`src/rtl/bpu_pkg.sv`:
```
// Shared types and constants for the branch-predictor update path.
// Address width comes from the `ADDR_WIDTH macro so the queue entry type matches the BTB.
`ifndef ADDR_WIDTH
`define ADDR_WIDTH 32
`endif

package bpu_pkg;

   localparam int BPU_ADDR_W = `ADDR_WIDTH;
   localparam int BPU_QDEPTH = 4;
   localparam int INSN_BYTES = 4;

   typedef struct packed {
      logic [BPU_ADDR_W-1:0] pc;
      logic [BPU_ADDR_W-1:0] target;
   } bpu_upd_t;

endpackage

```
`src/rtl/bpu_upd_fifo.sv`:
```
// Circular FIFO of BTB write requests with an in-place tail-target overwrite port.
// Head entry and tail pc are read combinationally from the storage array.
module bpu_upd_fifo
   import bpu_pkg::*;
#(
   parameter int DEPTH = BPU_QDEPTH,
   parameter int CW    = $clog2(DEPTH) + 1
) (
   input  logic                  clk,
   input  logic                  rst,
   input  logic                  push,
   input  logic                  ovr,
   input  logic                  pop,
   input  bpu_upd_t              wr,
   output logic [CW-1:0]         count,
   output bpu_upd_t              head,
   output logic [BPU_ADDR_W-1:0] tail_pc
);

   localparam int PW = $clog2(DEPTH);

   logic [PW-1:0] head_ptr;
   logic [PW-1:0] tail_ptr;
   logic [PW-1:0] last_ptr;
   bpu_upd_t      mem [DEPTH];

   assign last_ptr = tail_ptr - 1'b1;
   assign head     = mem[head_ptr];
   assign tail_pc  = mem[last_ptr].pc;

   // NOTE: sequential state uses non-blocking assignments so every flop samples pre-edge values.
   always_ff @(posedge clk or posedge rst) begin
      if (rst) begin
         head_ptr <= '0;
         tail_ptr <= '0;
         count    <= '0;
      end else begin
         if (push) tail_ptr <= tail_ptr + 1'b1;
         if (pop)  head_ptr <= head_ptr + 1'b1;
         case ({push, pop})
            2'b10:   count <= count + 1'b1;
            2'b01:   count <= count - 1'b1;
            default: count <= count;
         endcase
      end
   end

   // NOTE: storage is not reset; validity is tracked by count, so stale data is never observed.
   always_ff @(posedge clk) begin
      if (push)
         mem[tail_ptr] <= wr;
      else if (ovr)
         mem[last_ptr].target <= wr.target;
   end

endmodule

```
`src/rtl/bpu_update_unit.sv`:
```
// Branch-resolution unit: detects mispredicts, pulses a fetch redirect and
// queues BTB corrections that drain one per cycle into the BTB update port.
module bpu_update_unit
   import bpu_pkg::*;
#(
   parameter int ADDR_WIDTH = `ADDR_WIDTH,
   parameter int QDEPTH     = BPU_QDEPTH,
   parameter int CNT_WIDTH  = 32
) (
   input  logic                  clk,
   input  logic                  rst,
   input  logic                  ex_valid,
   output logic                  ex_ready,
   input  logic [ADDR_WIDTH-1:0] ex_pc,
   input  logic                  ex_taken,
   input  logic [ADDR_WIDTH-1:0] ex_target,
   input  logic                  ex_pred_taken,
   input  logic [ADDR_WIDTH-1:0] ex_pred_addr,
   output logic                  redirect_valid,
   output logic [ADDR_WIDTH-1:0] redirect_pc,
   output logic                  upd_valid,
   output logic [ADDR_WIDTH-1:0] upd_pc,
   output logic [ADDR_WIDTH-1:0] upd_target,
   output logic [CNT_WIDTH-1:0]  mispred_cnt
);

   localparam int CW = $clog2(QDEPTH) + 1;
   localparam logic [CW-1:0] FULL = CW'(QDEPTH);

   logic          mispred;
   logic          need_upd;
   logic          accept;
   logic          coalesce;
   logic          push;
   logic          ovr;
   logic [CW-1:0] count;
   bpu_upd_t      wr;
   bpu_upd_t      head;
   logic [ADDR_WIDTH-1:0] tail_pc;

   assign mispred  = (ex_taken != ex_pred_taken) ||
                     (ex_taken && ex_pred_taken && (ex_target != ex_pred_addr));
   assign need_upd = ex_taken && (!ex_pred_taken || (ex_target != ex_pred_addr));
   assign ex_ready = (count < FULL);
   assign accept   = ex_valid && ex_ready;
   assign upd_valid = (count != '0);

   // With a single entry the tail is also the head popping this cycle, so merge only above one.
   assign coalesce = (|count[CW-1:1]) && (tail_pc == ex_pc);

   assign wr         = '{pc: ex_pc, target: ex_target};
   assign upd_pc     = head.pc;
   assign upd_target = head.target;

   // NOTE: every output of a combinational block gets a default first so no latch is inferred.
   always_comb begin
      push = 1'b0;
      ovr  = 1'b0;
      if (accept && need_upd) begin
         if (coalesce) ovr  = 1'b1;
         else          push = 1'b1;
      end
   end

   bpu_upd_fifo #(
      .DEPTH (QDEPTH),
      .CW    (CW)
   ) u_fifo (
      .clk     (clk),
      .rst     (rst),
      .push    (push),
      .ovr     (ovr),
      .pop     (upd_valid),
      .wr      (wr),
      .count   (count),
      .head    (head),
      .tail_pc (tail_pc)
   );

   always_ff @(posedge clk or posedge rst) begin
      if (rst) begin
         redirect_valid <= 1'b0;
         redirect_pc    <= '0;
         mispred_cnt    <= '0;
      end else begin
         redirect_valid <= accept && mispred;
         if (accept && mispred) begin
            redirect_pc <= ex_taken ? ex_target : ex_pc + ADDR_WIDTH'(INSN_BYTES);
            if (mispred_cnt != '1) mispred_cnt <= mispred_cnt + 1'b1;
         end
      end
   end

endmodule
```
`config.mk`:
```
export PLATFORM = sky130hd
export DESIGN_NAME = bpu_update_unit
export DESIGN_NICKNAME = d
export VERILOG_FILES = /design/src/rtl/bpu_pkg.sv /design/src/rtl/bpu_upd_fifo.sv /design/src/rtl/bpu_update_unit.sv
export SDC_FILE = /design/constraint.sdc
export NUM_CORES = 1
export LEC_CHECK = 0
export ABC_AREA = 1
export BUFFER_PORTS_ARGS = -buffer_cell sky130_fd_sc_hd__buf_2
export CAP_MARGIN = 40
export CORE_MARGIN = 2
export CORE_UTILIZATION = 45
export DETAILED_ROUTE_END_ITERATION = 16
export GPL_TIMING_DRIVEN = 1
export PLACE_DENSITY = 0.65
export SLEW_MARGIN = 20
export SYNTH_ARGS = -nofsm -noshare
export SYNTH_HDL_FRONTEND = slang
export SYNTH_HIERARCHICAL = 1
export SYNTH_SLANG_ARGS = --single-unit
```
`constraint.sdc`:
```
create_clock -name clk -period 6.01 [get_ports clk]
set_input_delay 1.5025 -clock clk [delete_from_list [all_inputs] [get_ports clk]]
set_output_delay 1.5025 -clock clk [all_outputs]
set_load 0.01 [all_outputs]
```
After elaboration in Yosys (flattened, before gate mapping)
Memory sizes are Yosys's and may differ from the RTL's. Index checks and enable logic that the tools add are counted.

Bits in registers: 72. Latch bits: 0. Bits in writable memories: 256. ROM bits: 0. Memories kept: 1.

Memory list: u_fifo.mem (words 4, width 64, rd ports 2, clocked after Yosys merged registers in 0, wr ports 1, line bpu_upd_fifo.sv:25) `bpu_upd_t mem [DEPTH];`.

Add/sub/neg operators: 7. Multiply operators: 0. Divide/modulo/power cells: 0. $lt $le $gt $ge: 1. Equality and inequality tests: 6. Shift-type cells: 0. Mux-type cells: 14. Bitwise gates (word level): 0. Reductions and logical operators: 15.

Operator list (count): $mux W64 (1); $reduce_or A64 Y1 (1); $add A32 B1 Y32 const B (1); $add A32 B3 Y32 const B (1); $eq A32 B32 Y1 (1); $mux W32 (1); $ne A32 B32 Y1 (1); $ne A32 B32 Y1 const B (1); $mux W1 (9); $logic_and A1 B1 Y1 (7); $pmux W3 S2 (1); $add A2 B1 Y2 const B (2); $mux W2 (2); $add A3 B1 Y3 const B (1); $lt A3 B3 Y1 const B (1); $reduce_bool A3 Y1 (1); $sub A3 B1 Y3 const B (1); $eq A2 B1 Y1 const B (1); $eq A2 B2 Y1 const B (1); $logic_or A1 B1 Y1 (2); $reduce_and A2 Y1 (1); $reduce_bool A2 Y1 (1); $reduce_or A2 Y1 (1); $sub A2 B1 Y2 const B (1); other kinds (2) (2).

Depth between registers and ports, before layout
An unclocked memory read counts as a cell.

Depth in word-level cells: 11. Gate-level depth with buffers: 22. Mapped depth without buffers: 20.

Hierarchy
The synthesis kept the hierarchy.

Modules (own cells, without submodules): bpu_upd_fifo (instances 1, cells an instance 982, area an instance 11169.5 um^2, sequential area each 7862.5 um^2); bpu_update_unit (instances 1, cells an instance 847, area an instance 5480.3 um^2, sequential area each 1626.6 um^2).

Least setup slack after synthesis
Ideal clock, no wire load.

Path kind: input to register. Start: in ex_valid. End: mem u_fifo/mem[1][0] (netlist name), enable pin. Library setup time: 422 ps. Arrival time: 4286 ps. Data required time: 5588 ps. Slack: 1302 ps. Stages: 9. Cells stage by stage: inv_1 -> nor2_1 -> buf_2 -> nand3_1 -> nor2_1 -> clkinv_1 -> nand2_1 -> nand3_1 -> nor2_1.

Elaborated cells between the ends (all ways): 12. Classes of those cells: mux (9); reduce/logical (3).

RTL lines: from (decl) (line bpu_update_unit.sv:12) `input logic ex_valid,`; $logic_and A1 B1 Y1 (*) (line bpu_update_unit.sv:45) `assign accept = ex_valid && ex_ready;`; $logic_and A1 B1 Y1 (*) (line bpu_update_unit.sv:59) `if (accept && need_upd) begin`; $mux W1 (*) (line bpu_update_unit.sv:59); named net push (line bpu_update_unit.sv:34) `logic push;`; $mux W1 (line bpu_upd_fifo.sv:50) `if (push)`; $mux W1 (implied by the code) (line bpu_upd_fifo.sv:53) `mem[last_ptr].target <= wr.target;`; $reduce_or A64 Y1 (no source line); $mux W2 (no source line); to (decl) (line bpu_upd_fifo.sv:25).

Mark *: on every way through the listed nets, which the timed path passes. The rest lies on a longest branch.

Worst setup path in the final report
Start: reg u_fifo.tail_ptr[1]. End: mem u_fifo/mem[3][4] (netlist name), enable pin.

Elaborated cells between the ends (all ways): 16. Classes of those cells: add/sub (1); eq/ne (1); mux (11); reduce/logical (2); memory (1).

RTL lines: from (decl) (line bpu_upd_fifo.sv:23) `logic [PW-1:0] tail_ptr;`; from (signal assigned) (line bpu_upd_fifo.sv:38) `if (push) tail_ptr <= tail_ptr + 1'b1;`; $sub A2 B1 Y2 (*) (line bpu_upd_fifo.sv:27) `assign last_ptr = tail_ptr - 1'b1;`; $mem_v2 Z4 W64 (*); named net tail_pc[0] (line bpu_update_unit.sv:39) `logic [ADDR_WIDTH-1:0] tail_pc;`; $eq A32 B32 Y1 (*) (line bpu_update_unit.sv:49) `assign coalesce = (|count[CW-1:1]) && (tail_pc == ex_pc);`; $logic_and A1 B1 Y1 (*) (line bpu_update_unit.sv:49); $mux W1 (*) (line bpu_update_unit.sv:60) `if (coalesce) ovr = 1'b1;`; $mux W1 (*) (line bpu_update_unit.sv:59); named net push (line bpu_update_unit.sv:34); $mux W1 (line bpu_upd_fifo.sv:50); $mux W1 (implied by the code) (line bpu_upd_fifo.sv:53); $reduce_or A64 Y1 (no source line); $mux W2 (no source line).

Marked as above.

==> impl_results.rst <==
.. list-table::
   :header-rows: 1

   * - Metric
     - Value
   * - Run status
     - finished clean
   * - Combined area of the multi-input logic cells
     - 0.00597 mm^2
   * - Number of antenna violations at the first check in global routing
     - 2
   * - Setup Viol. Count Final
     - 0
   * - Total count of hold-check failures in the final report
     - 0
   * - Portion of the clock cycle consumed by the worst path in the final layout
     - 77.7%
   * - Hold buffer count at CTS
     - 0
   * - FF/Latch Area
     - 0.00950 mm^2
   * - Clock latency of the later-clocked register in the worst-skew pair
     - 0.54 ns
   * - Number of enable flip-flop cells after synthesis
     - 256
   * - Via count of the first global-routing pass
     - 13.0k
   * - Port-buffer cells
     - 231
   * - PD cells
     - 427 mW/mm^2
   * - Buffer depth of the longest clock path
     - 3
   * - DP Wirelength
     - 33200 um
   * - Worst r2r src
     - u_fifo/tail_ptr[1]$_DFFE_PP0P_
   * - List of cells traversed by the critical path
     - nand2_1, inv_2, nand2_1, nand4_1, xor2_1, nor2_1, nand4_1, nor3_1, nand3_1, nor2_1, nor2_1, clkinv_1, nand2_1, nand3_1, nor2_4, buf_4
   * - Congestion Overflow GR
     - 0
   * - Clock transition at the register clock pins on the worst setup and hold paths after CTS
     - 0.06 ns
   * - Area of the core
     - 0.0365 mm^2
   * - Area of the die
     - 0.0386 mm^2
   * - Clock tree from TritonCTS
     - built
   * - Slowest stage cell, crit path
     - sky130_fd_sc_hd__inv_2
   * - Count of max-cap constraint violations
     - 0
   * - Max-slew headroom at the worst pin
     - 43.3%
   * - Row Count
     - 70
   * - Syn avg cell area
     - 9.10 um^2
   * - Critical Path Fanout Max
     - 32
   * - Minimum period implied by the final worst setup slack
     - 4.67 ns
   * - Most common cell after layout, fill and taps aside
     - sky130_fd_sc_hd__nand2_1
   * - DRC
     - 0
   * - Pin count of the biggest net entering global routing
     - 113
   * - Number of iterations in the first detailed-routing pass
     - 5
   * - Total number of yosys warnings
     - 6
   * - Critical path required time
     - 6.21 ns
   * - GRT Util Overall
     - 24.9%
   * - Die H
     - 196 um
   * - Number of nets in the layout
     - 2149
   * - Data arrival, critical path
     - 4.87 ns
   * - Critical Path Source Type
     - flop
   * - Fill cell count
     - 3333
   * - CTS H-Tree Depth
     - 2
   * - Worst setup path startpoint
     - u_fifo/tail_ptr[1]$_DFFE_PP0P_
   * - # clock sinks
     - 328
   * - Highest-count cells in the layout ignoring fill and taps
     - 599 x sky130_fd_sc_hd__nand2_1, 256 x sky130_fd_sc_hd__edfxtp_1, 231 x sky130_fd_sc_hd__buf_2
   * - Count of unique library cells instantiated by Yosys
     - 43
   * - Setup Fix Bufs, Post-CTS
     - 0
   * - DRT antenna net count
     - 0
   * - Total number of vias
     - 13.6k
   * - Nature of the critical path endpoint
     - flop
   * - Final count of pins violating max slew
     - 0
   * - Cts bufs inserted
     - 37
   * - Pin slew with the least headroom to its limit
     - 0.848 ns
   * - Synthesized netlist net count
     - 1935
   * - Floorplan die width
     - 196 um
   * - Total routed wirelength
     - 47900 um
   * - Max Clock Skew
     - 0.0205 ns
   * - Number of DRC markers in iteration 0
     - 1201
   * - Number of gates given a new drive strength after cts
     - 0
   * - Starting Density
     - 45.6%
   * - Share of synthesized registers carrying an async set or reset
     - 22.0%
   * - Setup repair after global routing missed its margin
     - no
   * - Primary flip-flop cell chosen by synthesis mapping
     - sky130_fd_sc_hd__edfxtp_1
   * - Fraction of layout cells with a size suffix above 1
     - 17.1%
   * - Global-route wire length before repair
     - 73900 um
   * - Synthesized cell area
     - 0.0166 mm^2
   * - Cell count after synthesis
     - 1829
   * - Final weighted congestion in routability-driven placement
     - 0.880
   * - Fmax achieved
     - 214 MHz
   * - Cell leakage power
     - 8.62 nW
   * - Utilization of the core after routing
     - 53.5%
   * - Peak supply drop
     - 0.281 mV
   * - Start point of the worst min-delay path
     - redirect_pc[5]$_DFFE_PP0P_
   * - Mean routed wirelength per cell
     - 18.9 um
   * - Flop and latch count out of synthesis
     - 328
   * - Sequential fraction of the synthesis area
     - 57.0%
   * - Layout overhead on the synthesized area
     - 17.4%
   * - Setup TNS
     - 0 ns
   * - Critical path's largest stage delay
     - 0.63 ns
   * - Kind of critical path
     - flop to flop
   * - Root Buffer Master
     - sky130_fd_sc_hd__clkbuf_16
   * - Post-DR vias/cell
     - 5.36
   * - Class of the most critical hold timing path
     - flop to flop
   * - I/O pin cnt
     - 232
[final timing paths]
check | endpoint | slack, ns | depth (start not counted)
worst max-delay path | u_fifo/mem[3][4]$_DFFE_PP_ | 1.34 | 16
worst min-delay path | redirect_pc[5]$_DFFE_PP0P_ | 0.48 | 2
worst max register to register | u_fifo/mem[3][4]$_DFFE_PP_ | 1.34 | 16
worst min register to register | redirect_pc[5]$_DFFE_PP0P_ | 0.48 | 2
max in group asynchronous | redirect_pc[13]$_DFFE_PP0P_ | 4.00 | 3
min in group asynchronous | u_fifo/head_ptr[0]$_DFFE_PP0P_ | 0.92 | 2
[cells by family after synthesis]
| kind of cell | count (synthesis) | share of synthesized area [%] |
|---|---|---|
| mux | 10 | 0.601 |
| fa+ha+maj | 5 | 0.421 |
| flops | 328 | 57.0 |
| buf+inv | 303 | 7.51 |
| xor+xnor | 72 | 3.79 |
| compound gates | 241 | 8.34 |
| simple gates | 870 | 22.3 |
[power by group]
group | internal (mW) | switching [mW]
combinational | 1.04 | 2.03
sequential | 2.75 | 0.244
clock | 1.36 | 0.919
[sequential cells by signal, indices dropped and copies added (netlist names)]
signal	flops
u_fifo/mem	256
u_fifo/head_ptr	2
redirect_valid	1
u_fifo/count	3
redirect_pc	32
u_fifo/tail_ptr	2
mispred_cnt	32
[stage by stage]
step	power, mW	hold slack [ns]	instances	area, um^2	setup slack [ns]
floorplan	4.87	0.496	1829	16600	1.30
global placement	6.01	0.457	2467	18200	1.54
detailed placement	6.11	0.464	2470	18300	1.40
CTS	8.40	0.483	2536	19500	1.40
global route	8.84	0.509	2539	19500	0.990
finish	8.35	0.477	2539	19500	1.34
[metal layers]
metal / up-vias / global-route usage (%) / part of all wire [%]
met1: 6476 / 33.3 / 42
met4: 2 / 8.36 / 3.2
met2: 510 / 40.2 / 47
met5: - / 0 / 0.023
li1: 6521 / - / -
met3: 93 / 5.53 / 8.1
[final cells by class]
| type | count | area share, % |
|---|---|---|
| well taps | 468 | 3.00 |
| clock inverters | 19 | 1.22 |
| repair buffers | 255 | 7.27 |
| flip-flops and latches | 328 | 48.6 |
| multi-input cells | 1198 | 30.5 |
| diodes | 1 | 0.0128 |
| inverters | 223 | 4.28 |
| clock buffers | 47 | 5.08 |
[worst max-delay path, delay by kind of cell (launching register included)]
kind,cells,cell delay [ns]
flops,1,0.57
simple gates,12,2.01
buf+inv,3,1.38
xor+xnor,1,0.35
[synthesized netlist by cell type (2+ instances only)]
| cell type | n | share of area, % |
|---|---|---|
| sky130_fd_sc_hd__a211oi_1 | 2 | 0.090 |
| sky130_fd_sc_hd__a21oi_1 | 66 | 2.0 |
| sky130_fd_sc_hd__a22oi_1 | 2 | 0.090 |
| sky130_fd_sc_hd__and3_1 | 3 | 0.11 |
| sky130_fd_sc_hd__buf_1 | 4 | 0.090 |
| sky130_fd_sc_hd__buf_2 | 37 | 1.1 |
| sky130_fd_sc_hd__buf_4 | 8 | 0.36 |
| sky130_fd_sc_hd__buf_6 | 5 | 0.34 |
| sky130_fd_sc_hd__clkbuf_1 | 26 | 0.59 |
| sky130_fd_sc_hd__dfrtp_1 | 72 | 11 |
| sky130_fd_sc_hd__edfxtp_1 | 256 | 46 |
| sky130_fd_sc_hd__ha_1 | 4 | 0.30 |
| sky130_fd_sc_hd__inv_1 | 217 | 4.9 |
| sky130_fd_sc_hd__inv_2 | 5 | 0.11 |
| sky130_fd_sc_hd__mux2i_1 | 10 | 0.60 |
| sky130_fd_sc_hd__nand2_1 | 599 | 14 |
| sky130_fd_sc_hd__nand2_2 | 4 | 0.15 |
| sky130_fd_sc_hd__nand3_1 | 57 | 1.7 |
| sky130_fd_sc_hd__nand3_2 | 2 | 0.12 |
| sky130_fd_sc_hd__nand3b_1 | 9 | 0.41 |
| sky130_fd_sc_hd__nand4_1 | 76 | 2.9 |
| sky130_fd_sc_hd__nor2_1 | 75 | 1.7 |
| sky130_fd_sc_hd__nor2_2 | 6 | 0.23 |
| sky130_fd_sc_hd__nor3_1 | 24 | 0.72 |
| sky130_fd_sc_hd__nor3b_1 | 2 | 0.090 |
| sky130_fd_sc_hd__o211ai_1 | 64 | 2.9 |
| sky130_fd_sc_hd__o21ai_0 | 99 | 3.0 |
| sky130_fd_sc_hd__o21ai_1 | 2 | 0.060 |
| sky130_fd_sc_hd__o22ai_1 | 3 | 0.11 |
| sky130_fd_sc_hd__or2_2 | 7 | 0.26 |
| sky130_fd_sc_hd__xnor2_1 | 36 | 1.9 |
| sky130_fd_sc_hd__xor2_1 | 36 | 1.9 |
Note: power is estimated with default switching activity, not from simulation.
